[config.mk]
export PLATFORM = sky130hd
export DESIGN_NAME = debounce_filter
export DESIGN_NICKNAME = d
export VERILOG_FILES = /design/src/rtl/debounce_filter.sv
export SDC_FILE = /design/constraint.sdc
export NUM_CORES = 1
export LEC_CHECK = 0
export ABC_CLOCK_PERIOD_IN_PS = 1500
export CAP_MARGIN = 40
export CORE_AREA = 2 2 39 41
export CTS_CLUSTER_DIAMETER = 80
export DETAILED_ROUTE_END_ITERATION = 6
export DIE_AREA = 0 0 41 43
export PLACE_DENSITY_LB_ADDON = 0.2
export SKIP_LAST_GASP = 1
export SLEW_MARGIN = 20
export SYNTH_ARGS = -nofsm -noshare
export SYNTH_HDL_FRONTEND = slang
export SYNTH_SLANG_ARGS = --single-unit
[constraint.sdc]
create_clock -name clk -period 1.5 [get_ports clk]
set_input_delay 0.225 -clock clk [delete_from_list [all_inputs] [get_ports clk]]
set_output_delay 0.225 -clock clk [all_outputs]
set_load 0.01 [all_outputs]
[src/rtl/debounce_filter.sv]
// Debounces an already-synchronised level: dout follows din only after din has
// differed from dout for STABLE_CNT consecutive samples, with one-clock edge pulses.
module debounce_filter #(
   parameter int unsigned STABLE_CNT  = 4,
   parameter logic        RESET_LEVEL = 1'b0
) (
   input  logic clk,
   input  logic rst,
   input  logic din,
   output logic dout,
   output logic rise,
   output logic fall,
   output logic busy
);

   localparam int unsigned   CW   = (STABLE_CNT < 2) ? 1 : $clog2(STABLE_CNT + 1);
   localparam logic [CW-1:0] LAST = CW'(STABLE_CNT - 1);

   typedef enum logic {S_STABLE, S_PEND} state_t;

   state_t        state;
   logic [CW-1:0] cnt;

   always_ff @(posedge clk) begin
      if (rst) begin
         state <= S_STABLE;
         cnt   <= '0;
         dout  <= RESET_LEVEL;
         rise  <= 1'b0;
         fall  <= 1'b0;
         busy  <= 1'b0;
      end else begin
         rise <= 1'b0;
         fall <= 1'b0;
         case (state)
            S_STABLE: begin
               if (din != dout) begin
                  // a single-sample filter accepts immediately and never counts
                  if (STABLE_CNT == 1) begin
                     dout <= din;
                     rise <= din;
                     fall <= ~din;
                  end else begin
                     state <= S_PEND;
                     busy  <= 1'b1;
                     cnt   <= CW'(1);
                  end
               end
            end
            S_PEND: begin
               if (din == dout) begin
                  state <= S_STABLE;
                  busy  <= 1'b0;
                  cnt   <= '0;
               end else if (cnt == LAST) begin
                  dout  <= din;
                  rise  <= din;
                  fall  <= ~din;
                  state <= S_STABLE;
                  busy  <= 1'b0;
                  cnt   <= '0;
               end else begin
                  cnt <= cnt + 1'b1;
               end
            end
            default: begin
               state <= S_STABLE;
               busy  <= 1'b0;
               cnt   <= '0;
            end
         endcase
      end
   end

endmodule

* Word level (Yosys, flattened, before mapping)
Cells that the tools add are included.
** Word-level totals
- Bits in registers :: 8
- Input port bits :: 3
- Output and inout bits :: 4
- Word-level logic and storage cells :: 31
** Cells by class
- $add $sub $neg :: 1
- Equal/unequal tests :: 5
- Mux-type cells :: 12
- Bitwise logic cells :: 4
- Reductions and logical operators :: 3
** Operator list (number)
- 3-bit 2-to-1 mux :: 3
- 1-bit 2-to-1 mux :: 6
- 3-bit one-hot mux with 2 select lines :: 1
- 1-bit inverter :: 4
- 1-bit one-hot mux with 2 select lines :: 2
- 4-bit OR reduction :: 1
- 3-bit by 1-bit adder with 3-bit output, second input constant :: 1
- 3-bit by 2-bit == test with 1-bit output, second input constant :: 1
- 3-bit by 1-bit != test with 1-bit output, second input constant :: 1
- 3-bit AND reduction :: 1
- 2-bit != test, second input constant :: 1
- 2-bit AND reduction :: 1
- 1-bit == test :: 1
- 1-bit != test :: 1

* Logic depth before layout (Yosys ltp)
- Depth after elaboration :: 4
- Gate-level depth with buffers :: 4
- Mapped depth without buffers :: 4

* Least setup slack after synthesis
No wires, ideal clock.
- Kind :: register to register
- Start :: register dout
- End :: register cnt[2]
- Setup time :: 73 ps
- Data arrival time :: 1202 ps
- Required time :: 1427 ps
- Setup slack :: 226 ps
- Stages on the path, launching flop included :: 4
- Buffers on the path :: 0
- Period minus slack after synthesis :: 1274 ps
- Path through :: dfxtp_1 xor2_2 mux2_2 nor3b_2
** On the way
- Longest elaborated chain between the ends :: 3
- Elaborated cells between the ends (all ways) :: 5
- Classes of those cells :: eq/ne (3); mux (2)
** Ends and longest elaborated chain
- from (decl) :: RTL line 10 : output logic dout,
- from (signal assigned) :: RTL line 40 : dout <= din;
- from (signal assigned) :: RTL line 56 : dout <= din;
- 1-bit == test :: RTL line 51 : if (din == dout) begin
- 3-bit 2-to-1 mux :: RTL line 51
- 3-bit one-hot mux with 2 select lines :: RTL line 35 : case (state)
- to (signal assigned) :: RTL line 63 : cnt <= cnt + 1'b1;
- to (decl) :: RTL line 22 : logic [CW-1:0] cnt;
Parallel ways exist; a longest one is shown, timed or not.
A chain may end at the register's enable or synchronous reset.

* Final worst setup path
- Start :: register dout
- End :: output port dout
No word-level cell between the ends.

==> run metrics <==
status=finished, final reports clean; synth-to-layout area growth=34.34%; post-cts repair resize count=0; CP max-delay cell=clkdlybuf4s50_1; first-pass GRT wire length=1.028 mm; Logic pwr share=a little under a tenth; placed cell area=421.7 um^2; Max Cap Viol=0; Lkg Pwr=0.1738 nW; grt ovf=0; H-tree levels=1; antenna violations before repair=0; overall routing resource usage=9.155%; vias in the first global route=254; PortBufs=6; RSZ-0062 raised after global routing=false; Vias/cell=4.439; Final period util=93.19%; cts bufs inserted=3; IO Pins=7; # Post-CTS Setup Buffers=0; Max Slew Vio Count=0; final hold viol count=0; CP max stage delay=550 ps; CP Buf/Inv Count=1; yosys warns=0; sw frac=22.02%; Clock Latency Late Sink=between 200 and 300 ps; First-pass DRT Iterations=4; worst vdd ir=0.3510 mV; sequential group share of total power=a little over half; routed length per instance=11.40 um; iteration-0 DRC count of the detailed router=3; via count=around 250; Clock Tree Buf Depth=2; Core Region=1384 um^2; hold buffers post-CTS=0; Crit path max-delay family=buffers and inverters; Placed Cells incl. Taps=54; routed wire length=roughly 650 um; ANT nets after route=0; Pint=0.0003331 W; Final min period=1398 ps; GPL Wtd Cong=0.6613; Tot Pwr=around 0.00043 W; Critical Setup Path Class=reg2out; clk slew on worst S/H paths=approximately 60 ps; diode count=0; CP Capture Type=output port; Cell variety after synth=19; HPWL after DPL=roughly 520 um; syn_nets=35; Switch Pwr=approximately 0.000094 W; fin nets=47; Critical Path AT=1170 ps; CTS tree=yes; Worst EP required=1270 ps; fin area=445.4 um^2; Syn Area/Cell=approximately 11 um^2; Starting Density=a little under a quarter; CTS Sinks=8; Slew HR=78.87%; clock group share of total power=38.0%; Die X=approximately 41 um; Hold WS=481.1 ps; CP startpoint kind=flip-flop; worst path cell trace=clkdlybuf4s50_1; share of layout cells above drive strength 1=21.95%; Final Skew=~6.4 ps; fin cells=57; Peak Freq=a little over 0.7 GHz; setup TNS=0 ps; hold crit path type=reg2reg; flops & latches, synth=8; PwrDens=958.9 nW/um^2; Clock Tree Root=clkbuf_4; Die Height=43 um; residual DRC count=0; actual slew at the worst max-slew pin=316.0 ps; final setup fails=0; Seq/Total Area, Yosys=48.30%; largest net degree at the start of global routing=9; cell row count=14; crit path max fanout=5; Synth Instances=31; synthesized cell area=approximately 330 um^2; die area=1763 um^2
## Yosys cell counts
| library cell | number | area (um^2) |
|---|---|---|
| nor2b_1 | 1 | 6.260 |
| nand2b_1 | 1 | 6.260 |
| nor2_1 | 3 | 11.26 |
| nor3b_2 | 1 | 12.51 |
| dfxtp_1 | 8 | 160.2 |
| nor3_1 | 1 | 5.000 |
| nand3_1 | 1 | 5.000 |
| mux2_2 | 1 | 11.26 |
| o21bai_1 | 1 | 7.510 |
| nand3b_1 | 2 | 15.01 |
| xor2_2 | 1 | 16.27 |
| or3b_1 | 1 | 8.760 |
| ha_1 | 1 | 12.51 |
| o21a_1 | 1 | 7.510 |
| a21oi_1 | 2 | 10.01 |
| nand2_1 | 1 | 3.750 |
| clkbuf_2 | 1 | 5.000 |
| mux2i_1 | 1 | 10.01 |
| nor4b_1 | 2 | 17.52 |
## power groups by stage
stage	Sequential [W]	Combinational (W)	Clock, W
CTS	0.000226	0.0000399	0.000169
detailed placement	0.000231	0.0000397	0
global placement	0.000230	0.0000378	0
global route	0.000227	0.0000433	0.000183
floorplan	0.000230	0.0000199	0
finish	0.000226	0.0000392	0.000162
## metrics by stage
stage / util (%) / setup WS (ps)
floorplan: - / 225.7
global placement: 30.47 / -35.65
detailed placement: 30.47 / -47.48
CTS: 32.10 / 9.303
global route: 32.19 / 54.44
finish: 32.19 / 102.1
## final cells by class
| cell class | count | area (um^2) |
|---|---|---|
| Tap cell | 16 | 20.02 |
| Sequential cell | 8 | 161.4 |
| Multi-Input combinational cell | 22 | 166.4 |
| Timing Repair Buffer | 8 | 75.07 |
| Fill cell | 144 | 938.4 |
| Clock buffer | 3 | 22.52 |
## metal layers
metal	wire (um)	GRT usage (%)	vias up	share of wire, %
met5	0	0	-	0
met4	0	8.000	0	0
met3	23	3.141	0	3.5
met2	354	14.37	3	54
met1	271	8.738	119	42
li1	-	-	131	-
## logic make-up after synthesis
group,synth area share (%)
and+or+nand+nor,27.54
xor gates and xnor gates,4.907
AOI/OAI and AO/OA,7.549
DFF,48.30
muxes,6.415
buffers and inverters,1.508
adders and majority gates,3.773
## state kept, by name, indices dropped and copies added (netlist names)
name	cells
state	1
busy	1
fall	1
cnt	3
rise	1
dout	1
## final timing paths
kind / startpoint / end / slack, ps / cells after the start
max reg2reg: cnt[0] / cnt[2] / 320 / 4
min reg2reg: dout / rise / 480 / 1
max: dout / dout / 100 / 1
min: dout / rise / 480 / 1
## layout by cell type, fill, tap and decap left out
cell type,Yosys,layout
a21oi_1,2,2
buf_4,0,2
clkbuf_4,0,3
clkdlybuf4s50_1,0,6
dfxtp_1,8,7
dfxtp_2,0,1
ha_1,1,1
mux2_2,1,1
mux2i_1,1,1
nand2_1,1,1
nand2b_1,1,1
nand3_1,1,1
nand3b_1,2,2
nor2_1,3,3
nor2b_1,1,1
nor3_1,1,1
nor3b_2,1,1
nor4b_1,2,2
o21a_1,1,1
o21bai_1,1,1
or3b_1,1,1
xor2_2,1,1
No activity file was read; power rests on OpenSTA's default activity.
